--- config.mk ---
export PLATFORM = sky130hd
export DESIGN_NAME = imem_load_arbiter
export DESIGN_NICKNAME = d
export VERILOG_FILES = /design/src/rtl/imem_load_arbiter.sv
export SDC_FILE = /design/constraint.sdc
export NUM_CORES = 1
export LEC_CHECK = 0
export CORE_AREA = 2 2 105 107
export CTS_CLUSTER_DIAMETER = 50
export DETAILED_ROUTE_END_ITERATION = 12
export DIE_AREA = 0 0 107 109
export PLACE_DENSITY_LB_ADDON = 0.12
export SLEW_MARGIN = 20
export SYNTH_ARGS = -nofsm -noshare
export SYNTH_HDL_FRONTEND = slang
export SYNTH_SLANG_ARGS = --single-unit
--- constraint.sdc ---
create_clock -name clk_i -period 8.75 [get_ports clk_i]
set_input_delay 1.3125 -clock clk_i [delete_from_list [all_inputs] [get_ports clk_i]]
set_output_delay 1.3125 -clock clk_i [all_outputs]
set_load 0.005 [all_outputs]
--- src/rtl/imem_load_arbiter.sv ---
// Arbitrates the byte-wide instruction memory port between CPU fetch and a word loader.
// Each loaded word is written as BYTE_SIZE little-endian byte writes. Fetch is guaranteed a slot after each word.
module imem_load_arbiter #(
  parameter int BYTE_SIZE  = 4,
  parameter int ADDR_WIDTH = 32,
  parameter int CNT_WIDTH  = 16
) (
  input  logic                    clk_i,
  input  logic                    rst_n_i,
  input  logic                    f_req_i,
  input  logic [ADDR_WIDTH-1:0]   f_addr_i,
  output logic [BYTE_SIZE*8-1:0]  f_rdata_o,
  output logic                    f_valid_o,
  output logic                    f_stall_o,
  input  logic                    l_valid_i,
  input  logic [ADDR_WIDTH-1:0]   l_addr_i,
  input  logic [BYTE_SIZE*8-1:0]  l_wdata_i,
  output logic                    l_ready_o,
  output logic                    l_done_o,
  output logic [CNT_WIDTH-1:0]    word_cnt_o,
  output logic [ADDR_WIDTH-1:0]   m_addr_o,
  output logic                    m_we_o,
  output logic [7:0]              m_wdata_o,
  input  logic [BYTE_SIZE*8-1:0]  m_rd_i
);

  localparam int WORD_W = BYTE_SIZE * 8;
  localparam int IDX_W  = (BYTE_SIZE > 1) ? $clog2(BYTE_SIZE) : 1;
  localparam logic [IDX_W-1:0] LAST_IDX = IDX_W'(BYTE_SIZE - 1);

  typedef enum logic [1:0] {
    S_IDLE  = 2'd0,
    S_WRITE = 2'd1,
    S_DONE  = 2'd2
  } state_t;

  state_t                 state_q;
  logic [IDX_W-1:0]       idx_q;
  logic                   credit_q;
  logic                   seen_q;
  logic                   l_done_q;
  logic                   m_we_q;
  logic [CNT_WIDTH-1:0]   cnt_q;
  logic [CNT_WIDTH-1:0]   cnt_d;
  logic [ADDR_WIDTH-1:0]  addr_q;
  logic [WORD_W-1:0]      wdata_q;
  logic                   idle;
  logic                   l_ready;
  logic                   accept;

  function automatic logic [CNT_WIDTH-1:0] sat_inc(input logic [CNT_WIDTH-1:0] v);
    return (&v) ? v : v + CNT_WIDTH'(1);
  endfunction

  assign idle    = (state_q == S_IDLE);
  // A pending fetch owed a slot from the previous word blocks the loader for one cycle.
  assign l_ready = idle && !(credit_q && f_req_i);
  assign accept  = l_valid_i && l_ready;
  assign cnt_d   = sat_inc(cnt_q);

  always_ff @(posedge clk_i or negedge rst_n_i) begin
    if (!rst_n_i) begin
      state_q  <= S_IDLE;
      idx_q    <= '0;
      credit_q <= 1'b0;
      seen_q   <= 1'b0;
      l_done_q <= 1'b0;
      m_we_q   <= 1'b0;
      cnt_q    <= '0;
    end else begin
      case (state_q)
        S_IDLE: begin
          credit_q <= 1'b0;
          if (accept) begin
            state_q <= S_WRITE;
            idx_q   <= '0;
            seen_q  <= 1'b0;
            m_we_q  <= 1'b1;
          end
        end
        S_WRITE: begin
          seen_q <= seen_q | f_req_i;
          if (idx_q == LAST_IDX) begin
            state_q  <= S_DONE;
            m_we_q   <= 1'b0;
            l_done_q <= 1'b1;
            cnt_q    <= cnt_d;
          end else begin
            idx_q <= idx_q + IDX_W'(1);
          end
        end
        S_DONE: begin
          state_q  <= S_IDLE;
          l_done_q <= 1'b0;
          credit_q <= seen_q | f_req_i;
        end
        default: begin
          state_q  <= S_IDLE;
          m_we_q   <= 1'b0;
          l_done_q <= 1'b0;
        end
      endcase
    end
  end

  // Word/address capture is pure data; the FSM qualifies its use, so no reset.
  always_ff @(posedge clk_i) begin
    if (accept) begin
      addr_q  <= l_addr_i;
      wdata_q <= l_wdata_i;
    end
  end

  assign m_we_o     = m_we_q;
  assign m_addr_o   = (state_q == S_WRITE) ? addr_q + ADDR_WIDTH'(idx_q) : f_addr_i;
  assign m_wdata_o  = wdata_q[8*idx_q +: 8];
  assign f_rdata_o  = m_rd_i;
  assign f_valid_o  = idle && f_req_i;
  assign f_stall_o  = !idle && f_req_i;
  assign l_ready_o  = l_ready;
  assign l_done_o   = l_done_q;
  assign word_cnt_o = cnt_q;

endmodule

==> results.cfg, run 1 <==
[clocking]
clk_latency_ns = 0.36
htree_levels = 3
hold_buffers = 0
postCtsSetupRepairBufs = 0
numCtsBuffers = 9
clk_path_buf_depth = 2
cts_resized = 0
clock_sinks = 88
cts.clk_slew.worst_paths_ns = 0.09
clock-root-buffer = clkbuf_8
cts_tree = built

[layout]
layout-drive-gt1-share_pct = 6.526
diodes = 0
synthToLayoutAreaGrowth_pct = 36.71
stdcell_count = 661
nNetsFinal = 653
final_util_pct = 58.37

[synthesis]
synth_edf_count = 64
synth_most_common_cell = edfxtp_1
netlist-cell-type-count = 43
synthCells = 395
post-synth-top-area-fraction_pct = 42.45
syn_area_per_cell_um2 = 11.46
ys_seq_area_share_pct = 55.72
yosys_warnings = 0
syn_area_um2 = 4527
synthTopCellsByArea = edfxtp_1 42%, dfrtp_1 13%, buf_4 5.3%
synth-seq-cells = 88
postSynthNetCount = 532
synth_ff_type = edfxtp_1
synthTopCellsByCount = 64 x edfxtp_1, 35 x nand2_1, 32 x buf_4, 26 x o21ai_0, 24 x dfrtp_1
yosysTopAreaCell = edfxtp_1
ys_async_sr_fraction_pct = 27.27

[setup_path]
cp_max_fo = 11
cp_slowest_cell = or4_1
worst_setup_path_start_kind = flop
cpMostUsedCell = or4_1
path_cells = ha_1 -> inv_1 -> fa_1 -> or4_1 -> or4_1 -> a31oi_1 -> clkdlybuf4s50_1
cp_top_family = simple AND/OR/NAND/NOR gates
path_buf_inv = 2
cp.arrival_ns = 3.92
critPathKind = flop to output port
end_kind = output port
max_stage_delay_ns = 0.77
cp_data_required_time_ns = 7.44

[timing]
fin_crit_sh_pct = 59.83
fin_setup_tns_ns = 0
fin_skew_ns = 0.01446
worst_slew_pin_slew_ns = 0.9825
maxSlewHeadroom_pct = 34.50
whs_ns = 0.5006
max_clock_freq_ghz = 0.1910
slew_viol_final = 0
setup_violations = 0
period_minus_slack_ns = 5.235
final_hold_viol_count = 0
rsz0062_at_grt = false

[floorplan]
die_h_um = 109
fp.dieW_um = 107
pin_count = 225
die_area_um2 = 11660
row_count = 38
start_util_pct = 42.70
core-area_um2 = 10600

[status]
status = finished, final reports clean

[routing]
drc = 0
postRouteAntennaNets = 0
wl_per_cell_um = 16.28
via_per_inst = 5.251
drtPass1Iterations = 4
vias = 3471
drt-initial-drc-count = 138
wl_um = 10760

[power_and_ir_drop]
p_leak_nw = 2.175
ir_drop_uv = 132.1
finalPower_mw = 1.578
powerDensity_nw_per_um2 = 255.0

[worst_hold_path]
min_path_type = flop to flop

[global_routing]
grt_pass1_vias = 3434
grt_max_degree = 44
antenna_found_initial = 0
grt_overflow_total = 0
grt_usage_pct = 18.63
grt_pass1_wl_um = 16700

[run]
cap_violations = 0

[placed_design]
dp.cells = 645
place_congestion = 0.8178
portBuffers = 160
dp_hpwl_um = 8191
final timing paths:
check,start,end,slack (ns),cells after the start
worst max register to register,idx_q[0]$_DFFE_PN0P_,word_cnt_o[15]$_DFFE_PN0P_,6.15,5
min in group asynchronous,rst_n_i,word_cnt_o[5]$_DFFE_PN0P_,0.94,1
max in group asynchronous,rst_n_i,word_cnt_o[0]$_DFFE_PN0P_,7.46,1
worst min register to register,seen_q$_DFFE_PN0P_,seen_q$_DFFE_PN0P_,0.50,2
worst min-delay path,seen_q$_DFFE_PN0P_,seen_q$_DFFE_PN0P_,0.50,2
worst max-delay path,idx_q[0]$_DFFE_PN0P_,m_addr_o[22],3.51,7
layout by cell type (no fill, tap or decap), drive strengths merged, types with 2 or more instances in the layout:
| cell type | count |
|---|---|
| clkdlybuf4s50 | 159 |
| edfxtp | 64 |
| nand2 | 35 |
| o21ai | 26 |
| dfrtp | 24 |
| nor2 | 23 |
| or4 | 20 |
| a31oi | 18 |
| nand3 | 15 |
| xnor2 | 14 |
| o31ai | 13 |
| inv | 13 |
| xor2 | 12 |
| clkbuf | 11 |
| nand4 | 10 |
| mux4 | 8 |
| or3 | 7 |
| nor3 | 6 |
| and3 | 4 |
| ha | 4 |
| a21oi | 3 |
| nor4b | 3 |
| a211oi | 3 |
| nor4 | 3 |
| clkinv | 3 |
| buf | 3 |
| or2 | 2 |
metrics by stage:
| step | instance area [µm²] | worst slack [ns] |
|---|---|---|
| after floorplan | 4527 | 4.825 |
| after global placement | 6002 | 3.882 |
| after detailed placement | 6002 | 3.811 |
| after CTS | 6193 | 3.418 |
| after global routing | 6188 | 3.257 |
| final | 6188 | 3.515 |
sequential cells by signal, indices dropped and copies added (netlist names):
| name | count |
|---|---|
| word_cnt_o | 16 |
| l_done_o | 1 |
| m_we_o | 1 |
| seen_q | 1 |
| state_q | 2 |
| addr_q | 32 |
| credit_q | 1 |
| wdata_q | 32 |
| idx_q | 2 |
power by group:
part	switching (mW)	total [mW]	leakage [nW]	internal, mW
clock	0.147	0.269	0.0950	0.122
combinational	0.289	0.670	1.17	0.381
sequential	0.0857	0.640	0.909	0.554
worst min-delay path: cells and delay by family, from the launching register on:
family | cells | cell delay, ns
compound gates | 1 | 0.04
flops | 1 | 0.35
simple gates | 1 | 0.07
routing by layer:
| layer | global-route usage (%) | vias up | routed length, µm |
|---|---|---|---|
| met5 | 0 | - | 0 |
| met4 | 6.957 | 0 | 150 |
| met3 | 5.081 | 24 | 683 |
| met2 | 32.03 | 128 | 5521 |
| met1 | 22.52 | 1635 | 4406 |
| li1 | - | 1684 | - |
cell type report:
type | count | area, µm²
Inverter | 12 | 45.04
Clock inverter | 5 | 38.79
Clock buffer | 11 | 152.6
Multi-Input combinational cell | 243 | 1643
Fill cell | 917 | 4414
Tap cell | 140 | 175.2
Sequential cell | 88 | 2522
Timing Repair Buffer | 162 | 1612
cells by family (layout without fill, tap and decap cells):
family | Yosys count | after routing | synth area share, %
fa+ha+maj | 5 | 5 | 1.548
buf+inv | 64 | 190 | 8.043
mux | 9 | 9 | 4.229
xor+xnor | 26 | 26 | 5.030
flops | 88 | 88 | 55.72
simple gates | 135 | 135 | 16.22
compound gates | 68 | 68 | 9.204
Note: power is estimated with default switching activity, not from simulation.
==> run 2, diff against run 1 <==
- CORE_AREA: 2 2 105 107 -> 2 2 109 111
- DIE_AREA: 0 0 107 109 -> 0 0 111 113
- clock period: 8.75 -> 4.9 ns (I/O delays scaled with it)
==> run 2 against run 1 <==
Net effect: register-to-register slack worse by 3.7 ns; first-iteration DRC count rose by 22%; wire length grew 0.25%; design area up 2.3%; sequential power rose by 75%; global-route usage down 0.88 points; critical path type unchanged; largest cell class unchanged.
==> results.cfg, run 2 (same netlist as run 1, synthesis figures left out) <==
[global_routing]
antenna_found_initial = 0
grt_usage_pct = 17.75
grt_max_degree = 46
grt_overflow_total = 0
grt_pass1_vias = 3575
grt_pass1_wl_um = 17440

[clocking]
htree_levels = 3
cts.clk_slew.worst_paths_ns = 0.07
clk_path_buf_depth = 2
clk_latency_ns = 0.34
numCtsBuffers = 9
cts_tree = built
hold_buffers = 0
postCtsSetupRepairBufs = 0
clock-root-buffer = clkbuf_16
clock_sinks = 88
cts_resized = 0

[timing]
fin_setup_tns_ns = 0
fin_ws_ns = 0.4330
max_clock_freq_ghz = 0.2239
rsz0062_at_grt = false
final_hold_viol_count = 0
period_minus_slack_ns = 4.467
whs_ns = 0.3755
worst_slew_pin_slew_ns = 0.9489
maxSlewHeadroom_pct = 36.74
fin_skew_ns = 0.005594
setup_violations = 0
slew_viol_final = 0
fin_crit_sh_pct = 91.16

[placed_design]
place_congestion = 0.7997
place_ws_ns = 0.7717
portBuffers = 160
dp_hpwl_um = 8149
place_area_um2 = 6013

[layout]
ff_latch_area_um2 = 2522
synthToLayoutAreaGrowth_pct = 39.80
nNetsFinal = 654
final_cell_mix = 159 x clkdlybuf4s50_1, 64 x edfxtp_1, 35 x nand2_1
n_fill_cell = 965
stdcell_area_um2 = 6329
mostFrequentLayoutCell = clkdlybuf4s50_1
multi_input_area_um2 = 1643
layout-drive-gt1-share_pct = 6.705
diodes = 0

[floorplan]
die_area_um2 = 12540
pin_count = 225
fp.dieW_um = 111
start_util_pct = 40.16
core-area_um2 = 11270
row_count = 39
die_h_um = 113

[routing]
via_per_inst = 5.257
drc = 0
drtPass1Iterations = 4
postRouteAntennaNets = 0
drt-initial-drc-count = 168
wl_um = 10790
wl_per_cell_um = 16.22
vias = 3496

[setup_path]
rr_startpoint = idx_q[1]$_DFFE_PN0P_
r2r_end = word_cnt_o[9]$_DFFE_PN0P_
critPathKind = flop to output port
end_kind = output port
worst_setup_path_start_kind = flop
rrSetupSlack_ns = 2.43
cp_max_fo = 11
startpoint = idx_q[1]$_DFFE_PN0P_
cp.arrival_ns = 3.73
r2r_cells = 5
cp_data_required_time_ns = 4.16
crit_path_end = m_addr_o[22]

[status]
status = finished, final reports clean

[run]
cap_violations = 0

[power_and_ir_drop]
ir_drop_uv = 247.2
p_leak_nw = 2.242
powerDensity_nw_per_um2 = 488.4
finalPower_mw = 3.091

[worst_hold_path]
min_path_type = primary input to async pin
==> run 2: cell types whose count changed in the layout (fill, tap and decap cells not counted), sizes merged <==
cell,before,now
bufinv,0,2
buf,3,4
clkbuf,11,10
clkinv,3,2
clkinvlp,1,0
inv,13,14
==> run 2: metrics by stage <==
| stage | util, % | std cells |
|---|---|---|
| 6_report | 56.14 | 665 |
| 5_1_grt | 56.14 | 665 |
| 4_1_cts | 56.19 | 665 |
| 3_5_place_dp | 53.35 | 649 |
| 3_3_place_gp | 53.35 | 649 |
| 2_1_floorplan | - | 395 |
==> run 2: critical path, stage by stage, from the launching register on <==
cell	delay (ns)
dfrtp_1	0.68
inv_1	0.16
fa_1	0.57
or4_1	0.76
or4_1	0.53
a31oi_1	0.18
clkdlybuf4s50_1	0.52
==> run 2: cell type report <==
class / count / area share (%)
tap: 143 / 2.827
sequential: 88 / 39.86
timing repair buffer: 163 / 25.58
clock buffer: 10 / 3.618
multi-input combinational: 243 / 25.96
clock inverter: 6 / 1.443
inverter: 12 / 0.7117
==> run 2: where the power goes <==
group | leakage (nW) | switching, mW | internal [mW]
combinational | 1.18 | 0.541 | 0.686
clock | 0.157 | 0.293 | 0.451
sequential | 0.909 | 0.129 | 0.991
total | 2.24 | 0.963 | 2.13
==> run 2: how the worst min path moves through the flow <==
stage / start / endpoint / slack, ns / cells after the start
3_3_place_gp: credit_q$_DFFE_PN0P_ / credit_q$_DFFE_PN0P_ / 0.47 / 2
6_report: rst_n_i / word_cnt_o[3]$_DFFE_PN0P_ / 0.38 / 1
5_1_grt: rst_n_i / word_cnt_o[2]$_DFFE_PN0P_ / 0.42 / 1
2_1_floorplan: rst_n_i / credit_q$_DFFE_PN0P_ / 0.44 / 0
4_1_cts: credit_q$_DFFE_PN0P_ / credit_q$_DFFE_PN0P_ / 0.49 / 2
3_5_place_dp: credit_q$_DFFE_PN0P_ / credit_q$_DFFE_PN0P_ / 0.48 / 2
==> run 2: layer usage <==
layer  GRT usage [%]  vias to the layer above  wire [µm]
met3           5.570                       26        740
met4           7.083                        0        222
met2           30.02                      115       5388
met1           21.27                     1663       4438
met5               0                        -          0
li1                -                     1692          -
